$ cat src/rtl/fifo_stream_reader.sv
// Reads pkt_len words from a first-word-fall-through FIFO into a stream through a 2-entry skid buffer.
// One-cycle pop-to-beat latency. r_ready depends only on registered state and fifo_empty, so m_tready stalls are absorbed by the buffer.
module fifo_stream_reader #(
    parameter int WIDTH    = 32,
    parameter int LEN_BITS = 16
) (
    input  logic                clk,
    input  logic                reset,
    input  logic                fifo_empty,
    input  logic [WIDTH-1:0]    data_in,
    output logic                r_ready,
    input  logic                start,
    input  logic [LEN_BITS-1:0] pkt_len,
    output logic                m_tvalid,
    input  logic                m_tready,
    output logic [WIDTH-1:0]    m_tdata,
    output logic                m_tlast,
    output logic                busy,
    output logic                done
);

    typedef enum logic [1:0] {
        IDLE  = 2'd0,
        RUN   = 2'd1,
        DRAIN = 2'd2
    } state_t;

    state_t              state_q, state_d;
    logic [LEN_BITS-1:0] remaining_q, remaining_d;
    logic [1:0]          count_q, count_d;
    logic [WIDTH-1:0]    data0_q, data0_d, data1_q, data1_d;
    logic                last0_q, last0_d, last1_q, last1_d;
    logic                done_q, done_d;
    logic                pop, retire;
    logic [1:0]          wr_slot;

    assign pop      = (state_q == RUN) && !fifo_empty && (remaining_q != '0) && (count_q != 2'd2);
    assign retire   = (count_q != 2'd0) && m_tready;
    assign wr_slot  = count_q - {1'b0, retire};

    assign r_ready  = pop;
    assign m_tvalid = (count_q != 2'd0);
    assign m_tdata  = data0_q;
    assign m_tlast  = last0_q;
    assign busy     = (state_q != IDLE);
    assign done     = done_q;

    always_comb begin
        state_d     = state_q;
        remaining_d = remaining_q;
        count_d     = count_q + {1'b0, pop} - {1'b0, retire};
        data0_d     = data0_q;
        data1_d     = data1_q;
        last0_d     = last0_q;
        last1_d     = last1_q;
        done_d      = 1'b0;

        // Slot 0 is always the oldest beat; a retire shifts slot 1 down before the new word lands.
        if (retire) begin
            data0_d = data1_q;
            last0_d = last1_q;
        end
        if (pop) begin
            if (wr_slot == 2'd0) begin
                data0_d = data_in;
                last0_d = (remaining_q == LEN_BITS'(1));
            end else begin
                data1_d = data_in;
                last1_d = (remaining_q == LEN_BITS'(1));
            end
            remaining_d = remaining_q - LEN_BITS'(1);
        end

        case (state_q)
            IDLE: begin
                if (start) begin
                    if (pkt_len == '0) begin
                        done_d = 1'b1;
                    end else begin
                        state_d     = RUN;
                        remaining_d = pkt_len;
                    end
                end
            end
            RUN: begin
                if (pop && (remaining_q == LEN_BITS'(1))) begin
                    state_d = DRAIN;
                end
            end
            DRAIN: begin
                if (retire && last0_q) begin
                    state_d = IDLE;
                    done_d  = 1'b1;
                end
            end
            default: state_d = IDLE;
        endcase
    end

    always_ff @(posedge clk) begin
        if (!reset) begin
            state_q     <= IDLE;
            remaining_q <= '0;
            count_q     <= 2'd0;
            data0_q     <= '0;
            data1_q     <= '0;
            last0_q     <= 1'b0;
            last1_q     <= 1'b0;
            done_q      <= 1'b0;
        end else begin
            state_q     <= state_d;
            remaining_q <= remaining_d;
            count_q     <= count_d;
            data0_q     <= data0_d;
            data1_q     <= data1_d;
            last0_q     <= last0_d;
            last1_q     <= last1_d;
            done_q      <= done_d;
        end
    end

endmodule

$ cat config.mk
export PLATFORM = sky130hd
export DESIGN_NAME = fifo_stream_reader
export DESIGN_NICKNAME = d
export VERILOG_FILES = /design/src/rtl/fifo_stream_reader.sv
export SDC_FILE = /design/constraint.sdc
export NUM_CORES = 1
export LEC_CHECK = 0
export ABC_AREA = 1
export CORE_MARGIN = 2
export CORE_UTILIZATION = 40
export CTS_BUF_LIST = sky130_fd_sc_hd__clkbuf_16
export CTS_CLUSTER_SIZE = 25
export DETAILED_ROUTE_END_ITERATION = 8
export PLACE_DENSITY = 0.69
export RECOVER_POWER = 25
export SYNTH_ARGS = -nofsm -noshare
export SYNTH_HDL_FRONTEND = slang
export SYNTH_SLANG_ARGS = --single-unit
$ cat constraint.sdc
create_clock -name clk -period 2.4 [get_ports clk]
set_input_delay 0.24 -clock clk [delete_from_list [all_inputs] [get_ports clk]]
set_output_delay 0.24 -clock clk [all_outputs]
set_load 0.005 [all_outputs]
==> flow_summary_export.csv <==
group,metric,value,unit
synthesis,synth_cell_types,33,
die,initial_utilization,40.8,%
clocking,cts.repair.resized,0,
routing,drc_errors,0,
global_routing,grt_pass1_wl,18500,um
synthesis,synth_top_flop_cell,"dfxtp_1",
clocking,cts_tree,"yes",
finish,nets,793,
power_and_ir_drop,pwr-share-comb,31.0,%
sta,timing.final.crit_share,91.6,%
routing,antenna_left,0,
place,numPortBuffers,89,
clocking,postCtsSetupBuffers,0,
power_and_ir_drop,sw_frac_of_total,33.4,%
die,dieWidth,109,um
sta,slew-limit-headroom,63.7,%
run,maxCapViolCount,0,
power_and_ir_drop,p_sw,1.56,mW
routing,viasPerCell,4.87,
clocking,ctsHoldBuffers,0,
sta,setup_viol,0,
finish,drive_gt1_share,8.11,%
place,place.gp.congestion,0.863,
synthesis,yosys.area.top_type_share,39.7,%
sta,fmax,455,MHz
synthesis,ys_ff_latch,87,
routing,wl_per_cell,12.6,um
sta,setup_tns,0,ns
synthesis,synth-edff-count,0,
finish,postLayoutCoreUtil,52.1,%
finish,nFillCells,1093,
place,dp_hpwl,7770,um
global_routing,grt_pass1_vias,4211,
sta,fin_crit,2.20,ns
power_and_ir_drop,peakVddDrop,0.428,mV
die,die_h,109,um
synthesis,async_reset_ff_share,0,%
synthesis,syn_area,4390,sq um
clocking,cts_buffers,9,
run_status,status,"finished clean",
sta,skew,0.0119,ns
clocking,cts_sinks,87,
worst_setup_path,endpoint_kind,"output pin",
clocking,htree_levels,3,
synthesis,synth.area.top_cells,"dfxtp_1, nand2_1, nor2_1, o21ai_0, o21ai_1",
sta,drv_slew,0,
clocking,cts-root-buf,"clkbuf_16",
die,rows,38,
power_and_ir_drop,power_density,834,nW/um^2
synthesis,yosys.area.top_type,"dfxtp_1",
routing,drt-initial-drc-count,215,
synthesis,yosysSeqAreaShare,39.7,%
worst_setup_path,arrival,1.96,ns
clocking,clk_pin_slew_worst_paths,0.07,ns
die,coreArea,10700,sq um
routing,routed_wirelength,11100,um
power_and_ir_drop,p_seq_share,39.4,%
global_routing,grt_max_degree,36,
synthesis,yosysWarnings,0,
sta,worst_slew_pin_slew,0.544,ns
power_and_ir_drop,pwr-share-clk,29.6,%
worst_setup_path,crit_path_start_kind,"flip-flop",
routing,dr.pass1.iters,5,
finish,syn_to_final_growth,27.7,%
global_routing,antenna_found_initial,0,
synthesis,ys_top_cells_by_count,"nand2_1, nor2_1, dfxtp_1, inv_1",
worst_setup_path,critPathKind,"flip-flop to output pin",
global_routing,grt_usage,19.4,%
hold_path,min_path_type,"input pin to flip-flop",
worst_setup_path,worstPathRequired,2.16,ns
synthesis,syn_nets,713,
power_and_ir_drop,internal-power,3.11,mW
synthesis,postSynthCellCount,655,
synthesis,yosysMostFrequentCell,"nand2_1",
die,fp.dieArea,11800,sq um
clocking,clockBufferDepth,2,
synthesis,synth_area_per_cell,6.70,sq um
die,ioPinCount,90,
clocking,clock_latency,0.33,ns
sta,rsz0062_at_grt,"no",
sta,hold_viol,0,
global_routing,overflow,0,
power_and_ir_drop,leakage,2.78,nW
worst_setup_path,crit_path_max_fanout,18,
routing,vias,4283,
finish,antenna_cells,0,
-- placed cells by master, fill, tap and decap left out --
master	Yosys	layout
nand2_1	172	172
nor2_1	160	160
dfxtp_1	87	86
clkdlybuf4s50_1	0	57
inv_1	42	43
o21ai_1	41	41
o21ai_0	41	41
dlygate4sd3_1	0	31
nand3_1	23	23
buf_4	1	12
clkbuf_16	0	9
nor2_2	6	6
nand3b_1	6	6
a21oi_1	6	6
inv_6	3	5
or2_2	5	5
ha_1	5	5
nand4_1	4	4
nor2_4	3	3
inv_2	3	3
nand2_2	2	2
nand2_4	2	2
nor2_8	2	2
o211ai_2	2	2
xor2_1	2	2
clkinvlp_4	0	2
nand2_8	1	1
nand3_2	1	1
a21oi_2	1	1
o21bai_1	1	1
xnor2_1	1	1
and2_1	1	1
bufinv_16	0	1
clkinv_2	0	1
buf_2	6	1
dfxtp_2	0	1
-- final timing paths --
kind | start | to | slack, ns | depth (start not counted)
setup / recovery | remaining_q[0] | r_ready | 0.20 | 8
hold / removal | reset | count_q[0] | 0.40 | 3
setup reg to reg | count_q[1] | data1_q[17] | 0.42 | 12
hold reg to reg | remaining_q[0] | remaining_q[0] | 0.49 | 2
-- through the flow --
step / hold WS [ns] / setup WS (ns) / cells / instance area [sq um] / power, mW
6_report: 0.404 / 0.202 / 880 / 5600 / 4.67
5_1_grt: 0.435 / 0.0609 / 880 / 5600 / 4.98
4_1_cts: 0.392 / 0.122 / 880 / 5600 / 4.75
3_5_place_dp: 0.487 / 0.274 / 864 / 5300 / 3.35
3_3_place_gp: 0.477 / 0.307 / 864 / 5300 / 3.31
2_1_floorplan: 0.375 / 0.278 / 655 / 4390 / 2.80
-- per-layer routing --
metal	global-route usage (%)	part of all wire [%]
met1	23.8	44
met2	33.6	49
met3	2.93	5.5
met4	8.52	1.9
met5	0	0
-- area by class of cell --
cell class | instances | area [sq um] | share of cell area (%)
Multi-Input combinational cell | 488 | 2220 | 39.6
Tap cell | 140 | 175 | 3.13
Clock buffer | 9 | 225 | 4.02
Sequential cell | 87 | 1740 | 31.1
Inverter | 48 | 195 | 3.48
Clock inverter | 7 | 71.3 | 1.27
Timing Repair Buffer | 101 | 976 | 17.4
-- flip-flops by register name, summed over array words and instances, names as in the netlist --
signal / flops
count_q: 2
done: 1
data1_q: 32
m_tdata: 32
state_q: 2
remaining_q: 16
m_tlast: 1
last1_q: 1
-- power groups by stage --
stage	Clock, mW	Sequential [mW]	Combinational, mW
after floorplan	0	1.85	0.952
after global placement	0	1.87	1.45
after detailed placement	0	1.87	1.48
after CTS	1.41	1.84	1.49
after global routing	1.47	1.87	1.63
final	1.38	1.84	1.45
-- kinds of logic after synthesis --
logic type	share of synthesized area, %
AND/OR/NAND/NOR	37.5
XOR/XNOR	0.599
buffers and inverters	9.76
flip-flops	39.7
AO/OA/AOI/OAI	11.0
adder cells (fa/ha/maj)	1.43
-- worst max-delay path: stages, from the launching register on --
cell             delay [ns]
dfxtp_2                0.35
inv_1                  0.09
ha_1                   0.20
nand2_1                0.11
nor2_4                 0.05
nand2_4                0.09
nand2_8                0.13
inv_6                  0.11
clkdlybuf4s50_1        0.50
No activity file was read; power rests on OpenSTA's default activity.
